$ cat src/rtl/ifetch_pkg.sv
// Shared widths, reset PC default and the FIFO entry layout for the fetch stage.
package ifetch_pkg;
  localparam int RW     = 16;
  localparam int I_SIZE = 32;
  localparam logic [RW-1:0] RESET_PC_DFLT = 16'h0000;

  typedef struct packed {
    logic [I_SIZE-1:0] instr;
    logic [RW-1:0]     pc;
  } fetch_entry_t;
endpackage

$ cat src/rtl/ifetch_fifo.sv
// Small synchronous FIFO of {instr, pc} entries feeding decode.
module ifetch_fifo
  import ifetch_pkg::*;
#(
  parameter int DEPTH = 4,
  localparam int PW = $clog2(DEPTH)
) (
  input  logic         i_clk,
  input  logic         i_rst,
  input  logic         i_push,
  input  logic         i_pop,
  input  logic         i_clear,
  input  fetch_entry_t i_data,
  output fetch_entry_t o_head,
  output logic         o_valid,
  output logic [PW:0]  o_count
);
  localparam logic [PW:0] FULL = (PW+1)'(DEPTH);

  fetch_entry_t  r_mem [DEPTH];
  logic [PW-1:0] r_rd;
  logic [PW-1:0] r_wr;
  logic [PW:0]   r_count;
  logic          w_push;
  logic          w_pop;

  // Clear wins over both push and pop.
  assign w_push = i_push & ~i_clear;
  assign w_pop  = i_pop & (r_count != '0) & ~i_clear;

  always_ff @(posedge i_clk or posedge i_rst) begin
    if (i_rst) begin
      r_rd    <= '0;
      r_wr    <= '0;
      r_count <= '0;
      for (int i = 0; i < DEPTH; i++) r_mem[i] <= '0;
    end else if (i_clear) begin
      r_rd    <= '0;
      r_wr    <= '0;
      r_count <= '0;
    end else begin
      if (w_push) begin
        r_mem[r_wr] <= i_data;
        r_wr        <= r_wr + 1'b1;
      end
      if (w_pop) r_rd <= r_rd + 1'b1;
      if (w_push & ~w_pop)      r_count <= r_count + 1'b1;
      else if (w_pop & ~w_push) r_count <= r_count - 1'b1;
    end
  end

  assign o_head  = r_mem[r_rd];
  assign o_valid = (r_count != '0);
  assign o_count = r_count;

  // Upstream credit accounting must never push into a full FIFO without a pop.
  assert property (@(posedge i_clk) disable iff (i_rst)
    w_push |-> ((r_count != FULL) || w_pop));
endmodule

$ cat src/rtl/ifetch.sv
// Fetch stage: owns the fetch PC, keeps one icache lookup in flight, drops
// responses made stale by redirects and buffers fetched words for decode.
module ifetch
  import ifetch_pkg::*;
#(
  parameter int            DEPTH    = 4,
  parameter logic [RW-1:0] RESET_PC = RESET_PC_DFLT
) (
  input  logic              i_clk,
  input  logic              i_rst,
  output logic              mem_req,
  output logic              mem_ppl_submit,
  output logic [RW-1:0]     mem_addr,
  output logic              mem_cache_flush,
  input  logic              mem_ack,
  input  logic [I_SIZE-1:0] mem_data,
  output logic              o_valid,
  output logic [I_SIZE-1:0] o_instr,
  output logic [RW-1:0]     o_pc,
  input  logic              i_ready,
  input  logic              i_redirect,
  input  logic [RW-1:0]     i_redirect_pc,
  input  logic              i_cache_flush
);
  localparam int PW = $clog2(DEPTH);
  localparam logic [PW+1:0] LIVE_MAX = (PW+2)'(DEPTH);

  logic          r_req;
  logic [RW-1:0] r_fetch_pc;
  logic          r_out_pend;
  logic [RW-1:0] r_out_pc;
  logic          r_drop;
  logic          r_flush;

  logic          w_pop;
  logic          w_push;
  logic          w_submit;
  logic [PW:0]   w_count;
  logic [PW+1:0] w_live;
  fetch_entry_t  w_entry;
  fetch_entry_t  w_head;

  assign w_pop = o_valid & i_ready;

  // Entries that will occupy the FIFO: buffered plus a live in-flight lookup.
  assign w_live = {1'b0, w_count} + (PW+2)'(r_out_pend & ~r_drop) - (PW+2)'(w_pop);

  assign w_submit = r_req & ~i_redirect & (~r_out_pend | mem_ack) & (w_live < LIVE_MAX);
  assign w_push   = mem_ack & r_out_pend & ~r_drop & ~i_redirect;

  always_ff @(posedge i_clk or posedge i_rst) begin
    if (i_rst) begin
      r_req      <= 1'b0;
      r_fetch_pc <= RESET_PC;
      r_out_pend <= 1'b0;
      r_out_pc   <= RESET_PC;
      r_drop     <= 1'b0;
      r_flush    <= 1'b0;
    end else begin
      r_req   <= 1'b1;
      r_flush <= i_redirect & i_cache_flush;

      if (i_redirect)    r_fetch_pc <= i_redirect_pc;
      else if (w_submit) r_fetch_pc <= r_fetch_pc + 1'b1;

      if (w_submit) begin
        r_out_pend <= 1'b1;
        r_out_pc   <= r_fetch_pc;
      end else if (mem_ack) begin
        r_out_pend <= 1'b0;
      end

      // A response acked in the redirect cycle is simply not pushed.
      if (i_redirect & r_out_pend & ~mem_ack) r_drop <= 1'b1;
      else if (mem_ack)                       r_drop <= 1'b0;
    end
  end

  assign w_entry = '{instr: mem_data, pc: r_out_pc};

  ifetch_fifo #(.DEPTH(DEPTH)) u_fifo (
    .i_clk   (i_clk),
    .i_rst   (i_rst),
    .i_push  (w_push),
    .i_pop   (w_pop),
    .i_clear (i_redirect),
    .i_data  (w_entry),
    .o_head  (w_head),
    .o_valid (o_valid),
    .o_count (w_count)
  );

  assign mem_req         = r_req;
  assign mem_ppl_submit  = w_submit;
  assign mem_addr        = r_fetch_pc;
  assign mem_cache_flush = r_flush;
  assign o_instr         = w_head.instr;
  assign o_pc            = w_head.pc;
endmodule

$ cat config.mk
export PLATFORM = sky130hd
export DESIGN_NAME = ifetch
export DESIGN_NICKNAME = d
export VERILOG_FILES = /design/src/rtl/ifetch_pkg.sv /design/src/rtl/ifetch_fifo.sv /design/src/rtl/ifetch.sv
export SDC_FILE = /design/constraint.sdc
export NUM_CORES = 1
export LEC_CHECK = 0
export ABC_AREA = 1
export CORE_MARGIN = 3
export CORE_UTILIZATION = 35
export CTS_CLUSTER_DIAMETER = 100
export DETAILED_ROUTE_END_ITERATION = 10
export SLEW_MARGIN = 20
export SYNTH_ARGS = -nofsm -noshare
export SYNTH_HDL_FRONTEND = slang
export SYNTH_SLANG_ARGS = --single-unit
$ cat constraint.sdc
create_clock -name i_clk -period 14.91 [get_ports i_clk]
set_input_delay 1.491 -clock i_clk [delete_from_list [all_inputs] [get_ports i_clk]]
set_output_delay 1.491 -clock i_clk [all_outputs]
set_load 0.05 [all_outputs]
# Yosys cells after proc, flatten, opt, wreduce, memory -nomap -nowiden
# Cells that the tools add are included.
# Widths: inputs -> output; s select.
[word_totals]
reg_bits = 235
out_inout_bits = 68
word_cells = 81
[classes]
add_sub_neg = 7
order_cmp = 4
n_mux = 18
bitwise_logic = 26
n_reduce_logical = 9
[ops]
columns = ["op", "n"]
rows = [
  ["$bwmux 192", 1],
  ["$mux 48", 3],
  ["$bmux 48 s2", 1],
  ["$demux 48 s2", 1],
  ["$mux 16", 2],
  ["$add 16x1->16 const B", 1],
  ["$and 1x1->1", 15],
  ["$reduce_bool 2->1", 5],
  ["$mux 3", 3],
  ["$mux 2", 4],
  ["$ge 3x3->1 const B", 2],
  ["$not 1->1", 6],
  ["$not 2->3", 2],
  ["$reduce_bool 3->1", 2],
  ["$add 2x1->2 const B", 2],
  ["$add 3x4->4", 1],
  ["$and 1x4->4", 1],
  ["$lt 4x3->1 const B", 1],
  ["$not 1->4", 1],
  ["$sub 4x1->4", 1],
  ["$add 3x1->3 const B", 1],
  ["$lt 3x1->1 const B", 1],
  ["$mux 1", 3],
  ["$sub 3x1->3 const B", 1],
  ["3 further kinds", 3],
]

# Depth between registers and ports, before layout
# Gate-level depths: netlist of run 1.
[logic_depth]
word_depth = 9
ltp_mapped = 18
depth_no_buf = 17

# Cells and area by module
# Synthesis of run 1 repeated with hierarchy kept, for this count alone.
[hier_totals]
hier_cells = 1287
area_unflattened_um2 = 10844.2
[modules_own_cells]
columns = ["module", "n_inst", "cells_each", "area_per_inst_um2", "seq_area_each_um2"]
rows = [
  ["ifetch_fifo", 1, 994, 8742.1, 4979.8],
  ["ifetch", 1, 293, 2102.0, 900.9],
]

# Least setup slack after synthesis of run 1
# Ideal clock, no wire load.
[synth_path]
kind = "input to output"
start = "input i_ready"
end = "output mem_ppl_submit"
arrival_ps = 2967
required_time_ps = 13419
slack_ps = 10452
path_stages = 14
n_path_buf = 1
cell_sequence = "nand2_1 -> inv_1 -> ha_1 -> inv_1 -> ha_1 -> inv_1 -> nor2_1 -> nand2_1 -> nand3_1 -> nand2_1 -> nor2_1 -> nand2_2 -> inv_1 -> buf_2"
[synth_via]
elab_chain_cells = 4
[synth_rtl]
columns = ["item", "line", "source"]
rows = [
  ["from (decl)", "ifetch.sv:20", "input logic i_ready,"],
  ["$and 1x1->1", "ifetch.sv:43", "assign w_pop = o_valid & i_ready;"],
  ["$sub 4x1->4", "ifetch.sv:46", "assign w_live = {1'b0, w_count} + (PW+2)'(r_out_pend & ~r_drop) - (PW+2)'(w_pop);"],
  ["$lt 4x3->1", "ifetch.sv:48", "assign w_submit = r_req & ~i_redirect & (~r_out_pend | mem_ack) & (w_live < LIVE_MAX);"],
  ["$and 1x1->1", "ifetch.sv:48", ""],
  ["to (decl)", "ifetch.sv:12", "output logic mem_ppl_submit,"],
]
# Every way passes these cells.

# Final worst setup path of run 1
[layout_path]
start = "input i_redirect"
end = "output mem_ppl_submit"
[layout_via]
elab_chain_cells = 4
[layout_rtl]
columns = ["item", "line", "source"]
rows = [
  ["from (decl)", "ifetch.sv:21", "input logic i_redirect,"],
  ["$not 1->1 (no line)", "-", ""],
  ["$and 1x1->1 (3 in series)", "ifetch.sv:48", ""],
]
# Every way passes these cells.

==> flow_summary.toml, run 1 <==
[outcome]
status = "finished clean"

[worst_setup_path]
critPathKind = "in -> out"
r2r-start = "u_fifo.o_count[2]"
critPathCapture = "mem_ppl_submit"
crit_cells = 9
cp-start-kind = "primary input"
regToRegSetupSlack_ns = 11.91
crit_path_start = "i_redirect"
critPathCaptureType = "output port"
cp_data_required_time_ns = 13.42
ff2ff_path_depth = 17
slowest_delay_ns = 0.89
crit_arrival_ns = 4.95
worst-path-buf-inv = 4
crit_chain = "clkdlybuf4s50_1 -> inv_4 -> nand2_1 -> nor2_1 -> nand2_1 -> nor2_1 -> nand2_2 -> inv_1 -> clkdlybuf4s50_1"
crit_fanout = 41
worstReg2RegEnd = "mem_addr[5]"
critPathTopFamily = "buffers and inverters"
cp_slowest_cell = "clkdlybuf4s50_1"

[clocking]
cts_buffers = 26
cts_hold_buf = 0
htreeDepth = 1
clock_path_buffers = 3
cts_root_buf = "clkbuf_16"
cts_resized = 0
postCtsSetupBuffers = 0
clk_pin_slew_ns = 0.06
clock_latency_ns = 0.54
clock_sinks = 235
cts_tree = "done"

[power_and_ir_drop]
powerDensity_nw_per_um2 = 199
seqPwrFrac_pct = 33.9
switching_share_pct = 42.1
combPwrFrac_pct = 41.2
pwr-share-clk_pct = 24.9
p_leak_nw = 5.99
peakVddDrop_mv = 0.0867
switchingPower_w = 0.00108
total_power_w = 0.00256
intPower_w = 0.00148

[synthesis]
synth_xor_area_share_pct = 0.163
synth_seq_cells = 235
synth_area_um2 = 10700
synthCells = 1279
yosysSeqAreaShare_pct = 54.9
yosys_warnings = 0
syn_nets = 1342
synth.distinct_cells = 28
synthAdderAreaFrac_pct = 1.12
synth-compound-area-share_pct = 18.1
yosys.area_share.simple_pct = 18.2
yosysTopAreaCell = "dfrtp_1"
synth_top_area_share_pct = 54.9
synth.mux.area_fraction_pct = 0
postSynthAreaPerCell_um2 = 8.38
synth_top_family_by_area = "simple AND/OR/NAND/NOR gates"
synth_area_leaders = "dfrtp_1, o21ai_0, nand2_1"

[drt]
drt-pass1-iter-count = 5
wl_per_cell_um = 15.3
vias = 8708
wirelength_mm = 26.8
drc = 0
ant_nets = 0
avgViaCountPerCell = 4.95
drtIter0Drc = 620

[global_routing]
overflow = 0
grt_pass1_vias = 8450
grt_max_degree = 119
grt_pass1_wl_mm = 44.6
gr-usage-all-layers_pct = 16.1
antenna_found_initial = 0

[sta]
slew_violations = 0
post-route-period-util_pct = 43.2
clock_skew_ns = 0.0156
hold_violations = 0
setup_viol = 0
finalCriticalPeriod_ns = 6.44
fmax_mhz = 155
grt_setup_unrepaired = "no"
setup_tns_ns = 0
worst_pin_slew_ns = 1.09
setup_slack_ns = 8.47
slew-limit-headroom_pct = 27.3

[finish]
final_cell_area_um2 = 12800
seq_area_um2 = 5890
instances_no_fill = 1758
syn_to_final_growth_pct = 19.9
multiInputGateArea_um2 = 4050
final_cell_mix = "nand2_1, o21ai_0, dfrtp_1"
drive_gt1_share_pct = 4.75
num_antenna_cells = 0
layout_commonest_cell = "nand2_1"
fin_nets = 1414
final.fill_count = 2982

[floorplan]
die_area_um2 = 32800
die_x_um = 181
design.core.area_um2 = 29900
fp.dieH_um = 181
num_rows = 63
io_pins = 122
start_util_pct = 35.9

[placed_design]
place_inst = 1713
place_area_um2 = 12000
io_buffers = 121
preCtsSetupSlack_ns = 8.44
gp_congestion = 0.809
dpl.hpwl_mm = 15.4

[min_path]
hold_path_class = "reg -> reg"

[job]
maxCapViolCount = 0
[cells in the mapped netlist]
| master | count |
|---|---|
| a21oi_1 | 6 |
| a22o_1 | 1 |
| buf_1 | 1 |
| buf_2 | 8 |
| buf_4 | 1 |
| buf_6 | 23 |
| clkbuf_1 | 50 |
| clkinv_1 | 1 |
| conb_1 | 1 |
| dfrtp_1 | 235 |
| fa_1 | 1 |
| ha_1 | 8 |
| inv_1 | 79 |
| inv_2 | 1 |
| inv_4 | 1 |
| nand2_1 | 322 |
| nand2_2 | 7 |
| nand3_1 | 40 |
| nand3b_1 | 1 |
| nand4_1 | 3 |
| nor2_1 | 118 |
| nor2_4 | 2 |
| o21ai_0 | 254 |
| o21ai_1 | 62 |
| o22ai_1 | 49 |
| o31ai_1 | 1 |
| or2_2 | 1 |
| xor2_1 | 2 |
[power by group through the flow]
stage                     clock network [W]  registers [W]  logic (W)
final                              0.000638       0.000870    0.00105
after global placement                    0       0.000877    0.00105
after detailed placement                  0       0.000878    0.00106
after floorplan                           0       0.000895   0.000702
after CTS                          0.000655       0.000868    0.00107
after global routing               0.000679       0.000888    0.00115
[metrics by stage]
step                utilization (%)  hold WS (ns)
detailed placement             40.1         0.468
floorplan                         -         0.448
global placement               40.1         0.462
global route                   43.0         0.499
CTS                            43.0         0.483
finish                         43.0         0.478
[worst min-delay path by stage]
stage                     start               end  slack [ns]  cells after the start
2_1_floorplan  u_fifo.r_mem[61]  u_fifo.r_mem[61]        0.45                      2
3_3_place_gp   u_fifo.r_mem[87]  u_fifo.r_mem[87]        0.46                      2
3_5_place_dp   u_fifo.r_mem[70]  u_fifo.r_mem[70]        0.47                      2
4_1_cts        u_fifo.r_mem[76]  u_fifo.r_mem[76]        0.48                      2
5_1_grt        u_fifo.r_mem[86]  u_fifo.r_mem[86]        0.50                      2
6_report       u_fifo.r_mem[96]  u_fifo.r_mem[96]        0.48                      2
[registers in the layout (all words and copies together), names as in the netlist]
signal / cells
u_fifo.r_mem: 192
r_out_pend: 1
u_fifo.r_rd: 2
r_drop: 1
u_fifo.o_count: 3
mem_req: 1
u_fifo.r_wr: 2
r_out_pc: 16
mem_addr: 16
mem_cache_flush: 1
[worst reg2reg max path: cells and delay by family, from the launching register on]
| family | cells | cell delay, ns |
|---|---|---|
| DFF | 1 | 0.42 |
| adders and majority gates | 2 | 0.41 |
| and+or+nand+nor | 11 | 1.75 |
| buffers and inverters | 4 | 0.31 |
[logic make-up (layout without fill, tap and decap cells)]
logic type,Yosys count,count (layout)
other cells,1,1
simple gates,494,494
fa+ha+maj,9,9
xor+xnor,2,2
compound gates,373,373
buf+inv,165,254
flops,235,235
[metal layers]
| layer | track usage (%) | part of all wire [%] | routed length (um) | vias to the layer above |
|---|---|---|---|---|
| met5 | 0 | 0 | 0 | - |
| met4 | 2.99 | 1.6 | 439 | 0 |
| met3 | 3.10 | 5.1 | 1360 | 35 |
| met2 | 25.5 | 44 | 11900 | 195 |
| met1 | 23.3 | 49 | 13200 | 4137 |
| li1 | - | - | - | 4341 |
[final cells by class]
class	instances	share of cell area, %
Timing Repair Buffer	127	9.78
Tap cell	390	3.80
Inverter	82	2.47
Multi-Input combinational cell	879	31.5
Sequential cell	235	45.8
Clock inverter	12	0.984
Clock buffer	33	5.66
Power figures use the tool's default switching activity.
==> inputs of run 2 (changes only) <==
==> constraint.sdc (replaced) <==
create_clock -name i_clk -period 5.3 [get_ports i_clk]
set_input_delay 0.53 -clock i_clk [delete_from_list [all_inputs] [get_ports i_clk]]
set_output_delay 0.53 -clock i_clk [all_outputs]
set_load 0.05 [all_outputs]
==> run 2 against run 1 <==
Die area unchanged. Largest cell class unchanged. Via count is 0.22% lower. Utilization rose by 0.12 points. Sequential share of layout area decreased by 0.16 points. Sequential power grew to 2.8 times the previous value. First-iteration DRC count down 1.5%. Critical path depth rose by 6.
==> flow_summary.toml, run 2 (synthesis gave the netlist of run 1 again) <==
[finish]
final.fill_count = 3037
instances_no_fill = 1763
fin_nets = 1418
num_antenna_cells = 0
seq_area_um2 = 5880
final_cell_mix = "nand2_1, o21ai_0, dfrtp_1"
drive_gt1_share_pct = 4.66
regMostFlops = "u_fifo.r_mem"
multiInputGateArea_um2 = 4040
largest_reg_flops = 192
syn_to_final_growth_pct = 20.2
layout_commonest_cell = "nand2_1"

[floorplan]
io_pins = 122
die_x_um = 181
fp.dieH_um = 181
num_rows = 63
start_util_pct = 35.9
die_area_um2 = 32800
design.core.area_um2 = 29900

[placed_design]
gp_congestion = 0.783
dpl.hpwl_mm = 15.3
io_buffers = 121
place_inst = 1716

[power_and_ir_drop]
peakVddDrop_mv = 0.291
combPwrFrac_pct = 41.7
powerDensity_nw_per_um2 = 558
seqPwrFrac_pct = 33.6
intPower_w = 0.00418
p_leak_nw = 5.98
pwr-share-clk_pct = 24.7
switching_share_pct = 41.9
switchingPower_w = 0.00301

[min_path]
hold_path_class = "reg -> reg"

[global_routing]
grt_pass1_vias = 8431
grt_max_degree = 159
antenna_found_initial = 0
overflow = 0
gr-usage-all-layers_pct = 16.1
grt_pass1_wl_mm = 44.6

[drt]
drt-met1-wl_mm = 12.9
vias = 8689
avgViaCountPerCell = 4.93
wl_per_cell_um = 15.2
drc = 0
ant_nets = 0
wirelength_mm = 26.8
wl_met2_mm = 12.2
top_layer = "met4"
drtIter0Drc = 611
met3_length_mm = 1.30
drt-pass1-iter-count = 5

[sta]
setup_viol = 0
setup_tns_ns = 0
grt_setup_unrepaired = "no"
slew_violations = 0
post-route-period-util_pct = 74.4
finalCriticalPeriod_ns = 3.94
worst_pin_slew_ns = 1.07
clock_skew_ns = 0.0131
fmax_mhz = 254
slew-limit-headroom_pct = 28.5
hold_violations = 0

[clocking]
cts_root_buf = "clkbuf_16"
cts_resized = 0
clk_pin_slew_ns = 0.06
clock_sinks = 235
postCtsSetupBuffers = 0
cts_tree = "done"
clock_path_buffers = 3
htreeDepth = 1
clock_latency_ns = 0.52
cts_buffers = 27
cts_hold_buf = 0

[worst_setup_path]
cp-start-kind = "flop"
critPathKind = "reg -> out"
cp_data_required_time_ns = 4.77
crit_arrival_ns = 3.41
regToRegSetupSlack_ns = 2.48
crit_fanout = 11
critPathCaptureType = "output port"

[outcome]
status = "finished clean"

[job]
maxCapViolCount = 0
## run 2: changes by cell type in the layout (fill, tap and decap cells not counted), sizes merged
cell,delta
bufinv,-2
clkinvlp,+1
clkbuf,+10
buf,+3
clkinv,-6
inv,-1
## run 2: final cells by class
type	count	share of cell area, %
flip-flops and latches	235	45.7
multi-input cells	879	31.4
repair buffers	130	10.1
clock buffers	43	6.41
well taps	390	3.79
inverters	82	2.44
clock inverters	4	0.194
## run 2: per-stage QoR
step	power [W]	setup WS [ns]	area [um2]	util [%]	hold WS [ns]
after floorplan	0.00449	1.69	10700	-	0.448
after detailed placement	0.00547	1.54	12000	40.3	0.468
after global placement	0.00544	1.55	12000	40.3	0.463
after global routing	0.00762	1.02	12900	43.1	0.497
final	0.00719	1.36	12900	43.1	0.478
after CTS	0.00727	1.35	12900	43.1	0.482
## run 2: critical path: stages (launching register included)
cell and delay [ns]:
dfrtp_1 0.41, inv_1 0.13, nand3_1 0.11, nand2_1 0.15
inv_1 0.08, ha_1 0.18, inv_1 0.05, ha_1 0.23
nand2_1 0.07, inv_1 0.04, nand3b_1 0.10, nand3_1 0.09
nand2_1 0.09, nand2_2 0.06, inv_1 0.21, clkdlybuf4s50_1 0.88
## run 2: power by group through the flow
stage	logic, W	registers [W]	clock network [W]
after floorplan	0.00197	0.00252	0
after global placement	0.00301	0.00243	0
after detailed placement	0.00303	0.00244	0
after CTS	0.00304	0.00241	0.00183
after global routing	0.00327	0.00246	0.00189
final	0.00300	0.00241	0.00178
## run 2: path summary, 6_finish.rpt
check / startpoint / to / cells after the start
max in group asynchronous: i_rst / u_fifo.r_mem[96] / 3
max reg2reg: u_fifo.o_count[2] / mem_addr[7] / 18
min reg2reg: u_fifo.r_mem[128] / u_fifo.r_mem[128] / 2
min: u_fifo.r_mem[128] / u_fifo.r_mem[128] / 2
min in group asynchronous: i_rst / u_fifo.r_mem[45] / 3
max: u_fifo.o_count[2] / mem_ppl_submit / 15
## run 2: metal layers
layer / track usage (%) / vias to the layer above
met5: 0 / -
li1: - / 4342
met2: 25.8 / 183
met4: 2.93 / 0
met3: 3.04 / 33
met1: 23.2 / 4131
==> patch 1, RTL diff (settings of run 2) <==
Reset style: synchronous (`i_rst`), changed in 2 clocked blocks.
--- a/src/rtl/ifetch_fifo.sv
+++ b/src/rtl/ifetch_fifo.sv
@@ -28,7 +28,7 @@
   assign w_push = i_push & ~i_clear;
   assign w_pop  = i_pop & (r_count != '0) & ~i_clear;
 
-  always_ff @(posedge i_clk or posedge i_rst) begin
+  always_ff @(posedge i_clk) begin
     if (i_rst) begin
       r_rd    <= '0;
       r_wr    <= '0;
--- a/src/rtl/ifetch.sv
+++ b/src/rtl/ifetch.sv
@@ -48,7 +48,7 @@
   assign w_submit = r_req & ~i_redirect & (~r_out_pend | mem_ack) & (w_live < LIVE_MAX);
   assign w_push   = mem_ack & r_out_pend & ~r_drop & ~i_redirect;
 
-  always_ff @(posedge i_clk or posedge i_rst) begin
+  always_ff @(posedge i_clk) begin
     if (i_rst) begin
       r_req      <= 1'b0;
       r_fetch_pc <= RESET_PC;
Function: differs if i_rst is asserted again (counterexample within 4 cycles, from zero or initial values and one cycle with i_rst high); with i_rst held inactive, the same outputs for 4 cycles.
==> patch 1 against run 2 <==
Synthesized area is 2.7% lower; sequential cell count up 2; design area is 0.47% lower; clock skew increased by 6.9 ps; sequential share of layout area rose by 6.4 points; wire length is 2.6% lower; register-to-register slack improved by 360 ps; worst setup slack worse by 140 ps; critical path type is now in -> out.
Power is not compared: it rests on default switching activity, and its combinational part moved more than twofold at a synthesized area within 25%.
==> patch 1: results (changes against run 2) <==
Status: finished clean
P_int: 0.003230 W
Post-synth ARST share: 0 (-1.000)
Post-DP HPWL: 14780 um (-3.1%)
First-pass GRT wire length: 41210 um (-7.6%)
# H-tree levels: 1 (unchanged)
1st-pass router iterations: 5 (unchanged)
Layout cell share with drive strength beyond 1: 0.06385 (+0.01723)
Syn Nets: 1142 (-15%)
Filler Cell Count: 2844 (-6.4%)
Skew final: 20.01 ps (+6.930 ps)
Worst r2r src: u_fifo.o_count[1]
Slew @ Worst Pin: 1052 ps (-20.28 ps)
Top reg by flops: u_fifo.r_mem
Netlist cell types: 29 (+3.6%)
CTS-repair resized insts: 0 (unchanged)
Hold_sp: u_fifo.r_rd[1]
Drt total wl: 26120 um (-2.6%)
Worst-Skew Late Latency: 540 ps (+20 ps)
Clock slew at reported path FFs: 60 ps (about the same)
Buffers on Ports: 121 (unchanged)
Lkg Pwr: 4.899 nW
Synth top area cells: edfxtp_1, nor2_1, dfxtp_1
Initial antenna violation count: 0 (unchanged)
Ant. Diodes: 0 (unchanged)
Max IR drop VDD: 0.0002723 V
Pins Over Slew Limit: 0 (unchanged)
Final Hold Fails: 0 (unchanged)
Number of synthesized flops with an enable pin: 192 (+192)
Max FFs per register: 192 (unchanged)
Vias in the first global route: 7609 (-9.7%)
Worst hold-check path type: reg -> reg
Initial drt markers: 530 (-13%)
Yosys Warn Count: 0 (unchanged)
Clock root cell: clkbuf_16
Setup Buffers After CTS: 0 (unchanged)
Largest net degree at the start of global routing: 97 (-39%)
Sequential element share of the synthesized area: 0.6395 (+0.09073)
Number of vias per cell: 4.913 (-0.32%)
Final nets: 1245 (-12%)
RD Place Congestion: 0.7739 (-1.2%)
WP data arrival: 3550 ps (+140 ps)
CTS Buf Count: 27 (unchanged)
Origin of the worst setup path: i_redirect
Top cells by count, synth: nor2_1, edfxtp_1, o21ai_0
Worst Path Max Fanout: 34 (+23)
Clk buf depth: 3 (unchanged)
GRT Overall Usage: 0.1634 (+0.002198)
-- patch 1: cell count changes after synthesis, moves of 31 or more --
cell and delta:
a21oi_1 +31, dfrtp_1 -235, dfxtp_1 +45, edfxtp_1 +192
nand2_1 -230, nor2_1 +200, o21ai_0 -140, o21ai_1 -48
-- patch 1: final cells by class --
class / instances / area share
Tap cell: 384 / 0.03747
Clock inverter: 12 / 0.008196
Timing Repair Buffer: 138 / 0.1054
Multi-Input combinational cell: 689 / 0.2443
Inverter: 92 / 0.02693
Sequential cell: 237 / 0.5202
Clock buffer: 38 / 0.05747
-- patch 1: power by group through the flow --
stage / clock network, W / logic (W) / registers [W]
after detailed placement: 0 / 0.000385 / 0.00215
after floorplan: 0 / 0.000209 / 0.00218
after global placement: 0 / 0.000382 / 0.00215
after global routing: 0.00187 / 0.000416 / 0.00212
after CTS: 0.00179 / 0.000387 / 0.00212
final: 0.00176 / 0.000381 / 0.00212
-- patch 1: cells by family (layout without fill, tap and decap cells) --
| kind of cell | Yosys count | after routing | share of synthesized area |
|---|---|---|---|
| buffers and inverters | 156 | 280 | 0.06218 |
| flip-flops | 237 | 237 | 0.6395 |
| AND/OR/NAND/NOR | 466 | 466 | 0.1793 |
| XOR/XNOR | 1 | 1 | 0.0008404 |
| AO/OA/AOI/OAI | 216 | 216 | 0.1102 |
| adder cells (fa/ha/maj) | 6 | 6 | 0.007922 |
-- patch 1: stage by stage --
stage          setup WS (ps)  cell area (um2)  hold WS (ps)  instances  power (W)
6_report                1223            12820         501.4       1590   0.004255
5_1_grt                894.6            12820         530.1       1590   0.004407
4_1_cts                 1212            12820         502.2       1590   0.004294
3_5_place_dp            1213            11980         493.4       1540   0.002539
3_3_place_gp            1303            11980         479.2       1540   0.002536
2_1_floorplan          426.3            10420         456.5       1082   0.002386
-- patch 1: path summary, 6_finish.rpt --
path | to | slack, ps | depth (start not counted)
setup / recovery | mem_ppl_submit | 1220 | 8
hold / removal | u_fifo.r_rd[1] | 500 | 1
setup reg to reg | mem_addr[0] | 2840 | 18
hold reg to reg | u_fifo.r_rd[1] | 500 | 1
-- patch 1: worst max-delay path, stage by stage --
cell and delay, ps:
clkdlybuf4s50_1 780, inv_2 530, nand2_1 100, nor2_1 160, nand3_1 140, nor2_4 90
buf_4 310, clkdlybuf4s50_1 870
-- patch 1: routing by layer --
| layer | track usage | vias up | part of all wire |
|---|---|---|---|
| met1 | 0.2238 | 3725 | 0.46 |
| met2 | 0.2763 | 198 | 0.47 |
| li1 | - | 3855 | - |
| met5 | 0 | - | 0 |
| met4 | 0.02597 | 0 | 0.015 |
| met3 | 0.02980 | 33 | 0.057 |
==> patch 2, RTL diff (settings of run 2) <==
Without the edit above. `DEPTH` is set to 4 in 2 places; all go to 8.
--- a/src/rtl/ifetch_fifo.sv
+++ b/src/rtl/ifetch_fifo.sv
@@ -2,7 +2,7 @@
 module ifetch_fifo
   import ifetch_pkg::*;
 #(
-  parameter int DEPTH = 4,
+  parameter int DEPTH = 8,
   localparam int PW = $clog2(DEPTH)
 ) (
   input  logic         i_clk,
--- a/src/rtl/ifetch.sv
+++ b/src/rtl/ifetch.sv
@@ -3,7 +3,7 @@
 module ifetch
   import ifetch_pkg::*;
 #(
-  parameter int            DEPTH    = 4,
+  parameter int            DEPTH    = 8,
   parameter logic [RW-1:0] RESET_PC = RESET_PC_DFLT
 ) (
   input  logic              i_clk,
Behaviour: no difference found for any inputs over 4 cycles, from zero or initial values and one cycle with i_rst high; that may be too few to reach the edited logic, so the function may still have changed.
==> patch 2 against run 2 <==
Synthesized area up 84%; sequential share of layout area rose by 1.3 points; final cell count up 79%; highest routed layer unchanged; wire length is 94% higher; worst hold slack lost 160 ps; via count increased by 86%; design area up 78%; core utilization fell by 1.8 points; worst setup slack got worse by 490 ps; power grew 61%; sequential cell count is 195 higher; fmax down 11%.
==> patch 2: results (changes against run 2) <==
Layout cell share with drive strength beyond 1: 0.05560 (+0.008988)
# H-tree levels: 2 (+1)
First-pass GRT wire length: 85530 um (+92%)
Initial drt markers: 1630 (+170%)
Post-synth ARST share: 1.000 (unchanged)
Filler Cell Count: 5584 (+84%)
1st-pass router iterations: 5 (unchanged)
Sequential element share of the synthesized area: 0.5445 (-0.004264)
Buffers on Ports: 121 (unchanged)
Setup Buffers After CTS: 0 (unchanged)
Clock root cell: clkbuf_16
Yosys Warn Count: 0 (unchanged)
Post-Place Cells: 3065 (+79%)
Worst Path Max Fanout: 90 (+79)
Synth top area cells: dfrtp_1, nand2_1, o21ai_0
WP data arrival: 3900 ps (+490 ps)
Max IR drop VDD: 0.0002665 V (-8.4%)
CTS Buf Count: 49 (+81%)
Vias in the first global route: 15800 (+87%)
Netlist cell types: 38 (+36%)
Lkg Pwr: 10.57 nW (+77%)
Number of vias per cell: 5.127 (+4.0%)
Detailed-route via count: 16190 (+86%)
Max incr delay on CP: 860 ps (-20 ps)
Final nets: 2435 (+72%)
CP max-delay cell: dfrtp_4
Clock slew at reported path FFs: 60 ps (about the same)
Slew @ Worst Pin: 1080 ps (+7.684 ps)
GRT Overall Usage: 0.1755 (+0.01427)
Post-DP HPWL: 28450 um (+86%)
Top reg by flops: u_fifo.r_mem
Switching Share: 0.3880 (-0.03079)
RD Place Congestion: 0.7574 (-3.3%)
Initial antenna violation count: 0 (unchanged)
Top cells by count, synth: nand2_1, dfrtp_1, o21ai_0
Ant. Diodes: 0 (unchanged)
Worst hold-check path type: in -> async
Avg WL per Cell: 16.51 um (+8.6%)
Synth Flop Type: dfrtp_1
Worst-Skew Late Latency: 580 ps (+60 ps)
CTS-repair resized insts: 0 (unchanged)
Max FFs per register: 384 (+100%)
Gate Count Post-Synth: 2342 (+83%)
Clk buf depth: 3 (unchanged)
Skew final: 21.08 ps (+7.994 ps)
Largest net degree at the start of global routing: 195 (+23%)
Status: finished clean
patch 2: logic make-up (layout without fill, tap and decap cells):
group,Yosys count,count (layout),synth area share
compound gates,626,626,0.1775
xor+xnor,2,2,0.0008866
fa+ha+maj,11,11,0.007345
buf+inv,253,321,0.06503
flops,430,430,0.5445
other cells,1,1,0.0001898
simple gates,1019,1019,0.2045
patch 2: power groups by stage:
stage	Sequential (W)	Clock, W	Combinational (W)
after CTS	0.00397	0.00357	0.00413
final	0.00397	0.00348	0.00409
after detailed placement	0.00402	0	0.00411
after global routing	0.00403	0.00372	0.00448
after global placement	0.00402	0	0.00406
after floorplan	0.00403	0	0.00282
patch 2: path summary, 6_finish.rpt:
check / endpoint / cells past startpoint / startpoint / slack, ps
max in group asynchronous: u_fifo.r_mem[213] / 3 / i_rst / 3650
worst min-delay path: u_fifo.r_mem[183] / 2 / i_rst / 320
min in group i_clk: r_out_pc[6] / 2 / r_out_pc[6] / 480
worst max register to register: mem_addr[15] / 18 / u_fifo.o_count[2] / 2330
worst min register to register: r_out_pc[6] / 2 / r_out_pc[6] / 480
worst max-delay path: o_instr[16] / 6 / u_fifo.r_rd[0] / 870
patch 2: worst max-delay path: cells and delay by family (launching register included):
family,cells,cell delay (ps)
buf+inv,2,1680
flops,1,860
simple gates,3,390
compound gates,1,290
patch 2: final cells by class:
cell class                 instances  share of cell area
clock buffer                      71             0.06405
clock inverter                    20            0.009275
inverter                          87             0.01517
multi-input combinational       1659              0.3375
sequential                       430              0.4696
tap                              748             0.04081
timing repair buffer             143             0.06362
patch 2: stage by stage:
step	area (um2)	setup slack, ps	total power, W	hold slack (ps)
detailed placement	21200	1514	0.008131	468.3
floorplan	19760	-1035	0.006849	447.8
finish	22930	867.7	0.01155	318.5
global placement	21200	1535	0.008080	461.7
global route	22930	610.0	0.01222	343.6
CTS	22880	881.6	0.01167	302.7
patch 2: per-layer routing:
layer	share of wire	track usage	vias up
li1	-	-	7817
met1	0.47	0.2522	7822
met2	0.45	0.2726	484
met3	0.063	0.03346	68
met4	0.018	0.04595	0
met5	0	0	-
